<file path="config.mk">
export PLATFORM = sky130hd
export DESIGN_NAME = sc_run_controller
export DESIGN_NICKNAME = d
export VERILOG_FILES = /design/src/rtl/sc_run_controller.sv
export SDC_FILE = /design/constraint.sdc
export NUM_CORES = 1
export LEC_CHECK = 0
export BUFFER_PORTS_ARGS = -buffer_cell sky130_fd_sc_hd__buf_2
export CORE_MARGIN = 8
export CORE_UTILIZATION = 50
export CTS_CLUSTER_DIAMETER = 80
export DETAILED_ROUTE_END_ITERATION = 8
export PLACE_DENSITY = 0.7
export RECOVER_POWER = 25
export SLEW_MARGIN = 40
export SYNTH_ARGS = -nofsm -noshare
export SYNTH_HDL_FRONTEND = slang
export SYNTH_SLANG_ARGS = --single-unit
</file>
<file path="constraint.sdc">
create_clock -name clk -period 4.4 [get_ports clk]
set_input_delay 0.88 -clock clk [delete_from_list [all_inputs] [get_ports clk]]
set_output_delay 0.88 -clock clk [all_outputs]
set_load 0.01 [all_outputs]
</file>
<file path="src/rtl/sc_run_controller.sv">
// Run controller for the single-cycle CPU: sequences CPU reset, gates its clock
// enable, counts RUN cycles and stops on halt or when the cycle budget runs out.
module sc_run_controller #(
  parameter int CW           = 32,
  parameter int RESET_CYCLES = 2,
  parameter int MAX_CYCLES   = 1000,
  parameter int DRAIN_CYCLES = 2,
  parameter int AUTO_START   = 1
) (
  input  logic          clk,
  input  logic          rst,
  input  logic          start,
  input  logic          halt,
  output logic          cpu_rst_n,
  output logic          cpu_clk_en,
  output logic          busy,
  output logic          done,
  output logic          timeout,
  output logic [CW-1:0] cycle_count
);

  typedef enum logic [2:0] {
    ST_IDLE,
    ST_RESET,
    ST_RUN,
    ST_DRAIN,
    ST_DONE
  } state_t;

  localparam logic [CW-1:0] LP_RST_LAST    = CW'(RESET_CYCLES - 1);
  localparam logic [CW-1:0] LP_DRN_LAST    = CW'((DRAIN_CYCLES > 0) ? DRAIN_CYCLES - 1 : 0);
  localparam logic [CW-1:0] LP_BUDGET_LAST = CW'(MAX_CYCLES - 1);

  state_t        r_state;
  state_t        w_next;
  logic [CW-1:0] r_phase;
  logic [CW-1:0] r_count;
  logic          r_first;
  logic          r_timeout;
  logic          r_cpu_rst_n;
  logic          r_clk_en;
  logic          r_busy;
  logic          r_done;
  logic          w_budget_last;
  logic          w_enter_reset;

  assign w_budget_last = (r_count == LP_BUDGET_LAST);
  assign w_enter_reset = (w_next == ST_RESET) && (r_state != ST_RESET);

  always_comb begin
    w_next = r_state;
    case (r_state)
      ST_IDLE: begin
        // r_first marks the first edge after reset release for auto-start
        if (start || ((AUTO_START != 0) && r_first)) w_next = ST_RESET;
      end
      ST_RESET: begin
        if (r_phase == LP_RST_LAST) w_next = ST_RUN;
      end
      ST_RUN: begin
        // halt has priority over budget exhaustion on the same cycle
        if (halt)               w_next = (DRAIN_CYCLES == 0) ? ST_DONE : ST_DRAIN;
        else if (w_budget_last) w_next = ST_DONE;
      end
      ST_DRAIN: begin
        if (r_phase == LP_DRN_LAST) w_next = ST_DONE;
      end
      ST_DONE: begin
        if (start) w_next = ST_RESET;
      end
      default: w_next = ST_IDLE;
    endcase
  end

  always_ff @(posedge clk or negedge rst) begin
    if (!rst) begin
      r_state     <= ST_IDLE;
      r_phase     <= '0;
      r_count     <= '0;
      r_first     <= 1'b1;
      r_timeout   <= 1'b0;
      r_cpu_rst_n <= 1'b0;
      r_clk_en    <= 1'b0;
      r_busy      <= 1'b0;
      r_done      <= 1'b0;
    end else begin
      r_state <= w_next;
      r_first <= 1'b0;
      // phase counter restarts on every state change
      if (w_next != r_state) r_phase <= '0;
      else                   r_phase <= r_phase + CW'(1);

      if (w_enter_reset) begin
        r_count   <= '0;
        r_timeout <= 1'b0;
      end else if (r_state == ST_RUN) begin
        r_count <= r_count + CW'(1);
        if (!halt && w_budget_last) r_timeout <= 1'b1;
      end

      // outputs are registered from the next state so they line up with r_state
      r_cpu_rst_n <= (w_next == ST_RUN) || (w_next == ST_DRAIN) || (w_next == ST_DONE);
      r_clk_en    <= (w_next == ST_RESET) || (w_next == ST_RUN) || (w_next == ST_DRAIN);
      r_busy      <= (w_next == ST_RESET) || (w_next == ST_RUN) || (w_next == ST_DRAIN);
      r_done      <= (w_next == ST_DONE);
    end
  end

  assign cpu_rst_n   = r_cpu_rst_n;
  assign cpu_clk_en  = r_clk_en;
  assign busy        = r_busy;
  assign done        = r_done;
  assign timeout     = r_timeout;
  assign cycle_count = r_count;

endmodule

</file>
# Yosys cells after proc, flatten, opt, wreduce, memory -nomap -nowiden
# Cells that the tools add are included.
[word_totals]
register_bits = 72
latch_bits = 0
ram_bits = 0
romBits = 0
input_bits = 4
output_inout_bits = 37
mem_count = 0
[classes]
addsub = 2
multipliers = 0
n_div = 0
order_cmp = 0
n_eq_ne = 12
shift = 0
muxes = 13
n_bitwise = 0
reduce_logical = 12
[ops]
columns = ["op", "n"]
rows = [
  ["$mux W32", 3],
  ["$add A32 B1 Y32 const B", 2],
  ["$eq A32 B1 Y1 const B", 1],
  ["$eq A32 B10 Y1 const B", 1],
  ["$mux W3", 6],
  ["$pmux W3 S5", 1],
  ["$eq A3 B2 Y1 const B", 4],
  ["$eq A3 B1 Y1 const B", 2],
  ["$eq A3 B3 Y1 const B", 2],
  ["$logic_or A1 B1 Y1", 5],
  ["$reduce_bool A2 Y1", 2],
  ["$logic_not A3 Y1", 1],
  ["$mux W1", 3],
  ["$ne A3 B1 Y1 const B", 1],
  ["$ne A3 B3 Y1", 1],
  ["$logic_and A1 B1 Y1", 2],
  ["$reduce_and A2 Y1", 1],
  ["$logic_not A1 Y1", 1],
]

# Logic depth before layout (Yosys ltp)
[depth]
ltp_word = 8
depth_mapped = 8
ltp_nobuf = 7

# Least setup slack after synthesis
# No wires, ideal clock.
[synth_path]
path_kind = "input to register"
from = "input halt"
to = "register r_phase[24]"
setup_time_ns = 0.119
arrival_ns = 1.886
setup_slack_ns = 2.395
stages = 6
n_path_buf = 1
path_cell_list = "nor4_1 -> nand4_1 -> nor2_1 -> o211a_1 -> buf_4 -> nor2_1"
[synth_between]
elab_chain_cells = 4
[synth_lines]
columns = ["item", "line_no", "rtl"]
rows = [
  ["start, declared", "13", "input logic halt,"],
  ["$mux W3", "62", "if (halt) w_next = (DRAIN_CYCLES == 0) ? ST_DONE : ST_DRAIN;"],
  ["$pmux W3 S5", "52", "case (r_state)"],
  ["$ne A3 B3 Y1", "90", "if (w_next != r_state) r_phase <= '0;"],
  ["$mux W32", "90", ""],
  ["end signal, assigned", "91", "else r_phase <= r_phase + CW'(1);"],
  ["end, declared", "36", "logic [CW-1:0] r_phase;"],
]
# Every way passes these cells.
# A chain may end at the register's enable or synchronous reset.

# Worst setup path after layout
[layout_path]
from = "register r_phase[1]"
to = "register r_phase[29]"
[layout_between]
elab_chain_cells = 5
[layout_lines]
columns = ["item", "line_no"]
rows = [
  ["$eq A32 B1 Y1", "58, 66"],
  ["$mux W3, on equally long branches", "66, 58"],
  ["$pmux W3 S5", "52"],
  ["$ne A3 B3 Y1", "90"],
  ["$mux W32 *", "90"],
]
# Mark *: on every way between the ends. The rest lies on a longest branch, timed or not.

==> results.json <==
{
  "cts_hold_buf": 0,
  "yosysUniqueCellTypes": 42,
  "grt_max_degree": 73,
  "drive_gt1_share_pct": 18.5,
  "design_area_um2": 4240,
  "dp_hpwl_mm": 5.47,
  "antenna_found_initial": 0,
  "synth_edf_count": 0,
  "area_delta_synth_final_pct": 13.0,
  "status": "finished, violations left",
  "violations": "capacitance limit, slew limit",
  "whs_ns": 0.491,
  "yosys.area.top_type": "dfrtp_1",
  "root_buffer": "clkbuf_8",
  "wl_per_cell_um": 15.0,
  "vias": 2912,
  "finalMaxSlewViolations": 73,
  "tightestPinTransition_ns": 1.73,
  "io_buffers": 40,
  "synth-xor-area-share_pct": 13.1,
  "rsz0062_at_grt": "no",
  "fmax_ghz": 0.409,
  "synthTopCellsByCount": "71 x dfrtp_1, 66 x nor2_1, 34 x xnor2_1",
  "syn_avg_cell_area_um2": 9.84,
  "synthTopCellsByArea": "dfrtp_1 47%, xnor2_1 7.9%, nor2_1 6.6%, xor2_1 5.1%, nand4_1 3.2%",
  "grt.total_usage_pct": 16.1,
  "timing.final.ws_setup_ns": 1.96,
  "hold_class": "register to register",
  "grt_pass1_wl_mm": 13.3,
  "final.setup.tns_ns": 0,
  "hold_violations": 0,
  "cp-start-kind": "register",
  "fin_nets": 429,
  "post_cts_resized": 0,
  "grt_pass1_vias": 2704,
  "cts_setup_buffers": 0,
  "clock-sinks": 72,
  "path_max_fanout": 32,
  "path_clk_slew_ns": 0.07,
  "syn_inst": 381,
  "finClkSkew_ns": 0.0160,
  "drtIter0Drc": 178,
  "async_flop_share_pct": 100,
  "synth_nets": 388,
  "yosysMostFrequentCell": "dfrtp_1",
  "slew_headroom_pct": -15.4,
  "ys.flop_type": "dfrtp_1",
  "cp.arrival_ns": 2.64,
  "num_rows": 31,
  "cts_max_path_buffers": 2,
  "ys_seq_area_share_pct": 48.1,
  "synthMuxAreaShare_pct": 0.267,
  "grt-ovfl-total": 0,
  "diodes": 0,
  "firstDrtPassIters": 4,
  "ioPinCount": 41,
  "place_area_um2": 4010,
  "coreArea_um2": 7250,
  "cts-htree-levels": 3,
  "clk_latency_ns": 0.35,
  "syn_area_um2": 3750,
  "synth_compound_area_share_pct": 3.57,
  "max-cap-violations": 1,
  "synth_top_cell_area_share_pct": 47.4,
  "synth_top_family_by_area": "simple AND/OR/NAND/NOR gates",
  "crit_required_ns": 4.59,
  "ant_nets": 0,
  "die-width_um": 103,
  "synth-simple-area-share_pct": 30.6,
  "gp_congestion": 0.803,
  "fin_crit_ns": 2.44,
  "synth-seq-cells": 72,
  "synthAdderAreaFrac_pct": 1.00,
  "start_util_pct": 51.7,
  "p_leak_uw": 0.00185,
  "dp_slack_ns": 1.70,
  "setup_violations": 0,
  "setup.worst_path.class": "register to register",
  "die_h_um": 103,
  "cp-end-kind": "register",
  "remaining_drc_errors": 0,
  "cts_tree": "done",
  "pwr_density_cell_nw_per_um2": 396,
  "die_area_um2": 10500,
  "min_period_over_period_pct": 55.5,
  "numCtsBuffers": 9,
  "via_per_inst": 5.54,
  "wirelength_mm": 7.88,
  "ir_worst_vdd_mv": 0.208,
  "ys_warn_count": 0
}
-- registers in the layout, indices dropped and copies added, names as in the netlist --
signal	count
timeout	1
r_first	1
r_phase	32
r_state	3
busy	1
cpu_rst_n	1
cycle_count	32
done	1
-- cell usage in the layout (no fill, tap or decap), types with 3 or more instances in the layout --
master and count:
and4_1 10, nor2_2 3, a21oi_1 9, ha_1 3
or3_1 6, dfrtp_1 71, nand3_1 20, nor4_1 13
nor2_1 66, o21ai_0 8, nor3_1 15, buf_2 40
nor4_2 7, xnor2_1 34, o31ai_1 3, inv_1 11
and3_1 6, nand4_1 19, nand2_1 20, clkbuf_8 10
xor2_1 22
-- final timing paths --
kind                                       from                     endpoint  slack, ns  cells after the start
min                        r_phase[0]$_DFF_PN0_         r_phase[0]$_DFF_PN0_       0.49                      1
max                        r_phase[1]$_DFF_PN0_        r_phase[29]$_DFF_PN0_       1.96                      7
min reg2reg                r_phase[0]$_DFF_PN0_         r_phase[0]$_DFF_PN0_       0.49                      1
max reg2reg                r_phase[1]$_DFF_PN0_        r_phase[29]$_DFF_PN0_       1.96                      7
max in group asynchronous                   rst         r_phase[1]$_DFF_PN0_       2.29                      2
min in group asynchronous                   rst  cycle_count[16]$_DFFE_PN0P_       1.06                      2
-- worst max-delay path: stages (launching register included) --
cell and delay (ns):
dfrtp_1 0.39, inv_1 0.06, ha_1 0.12, nor4b_1 0.37, nand4_1 0.25, o21ai_0 0.30
o211a_2 0.68, nor2_1 0.11
-- routing by layer --
metal  GRT usage (%)  routed length, um  part of all wire, %
met3            3.04                475                  6.0
met5               0                  0                    0
met4            7.00                137                  1.7
met1            21.3               3600                   46
met2            25.1               3670                   47
-- power by group --
| part | total, uW | internal [uW] | switching (uW) |
|---|---|---|---|
| Clock | 579 | 335 | 244 |
| Combinational | 355 | 103 | 252 |
| Sequential | 745 | 706 | 39.9 |
-- cell families (layout without fill, tap and decap cells) --
kind of cell             Yosys count  in the layout
AO/OA/AOI/OAI                     23             23
XOR/XNOR                          56             56
flip-flops                        72             72
multiplexers                       1              1
other                              1              1
AND/OR/NAND/NOR                  202            202
adder cells (fa/ha/maj)            3              3
buffers and inverters             23             69
-- cell type report --
cell class / instances / area [um^2]
timing repair buffer: 42 / 213
sequential: 72 / 1800
clock buffer: 11 / 141
fill: 627 / 3020
clock inverter: 5 / 81.3
tap: 99 / 124
multi-input combinational: 286 / 1830
inverter: 11 / 41.3
-- stage by stage --
step | utilization (%) | power (uW) | cells
3_3_place_gp | 55.3 | 1100 | 510
3_5_place_dp | 55.3 | 1110 | 510
5_1_grt | 58.4 | 1770 | 526
4_1_cts | 58.4 | 1690 | 526
2_1_floorplan | - | 1030 | 381
6_report | 58.4 | 1680 | 526
Power figures use the tool's default switching activity.
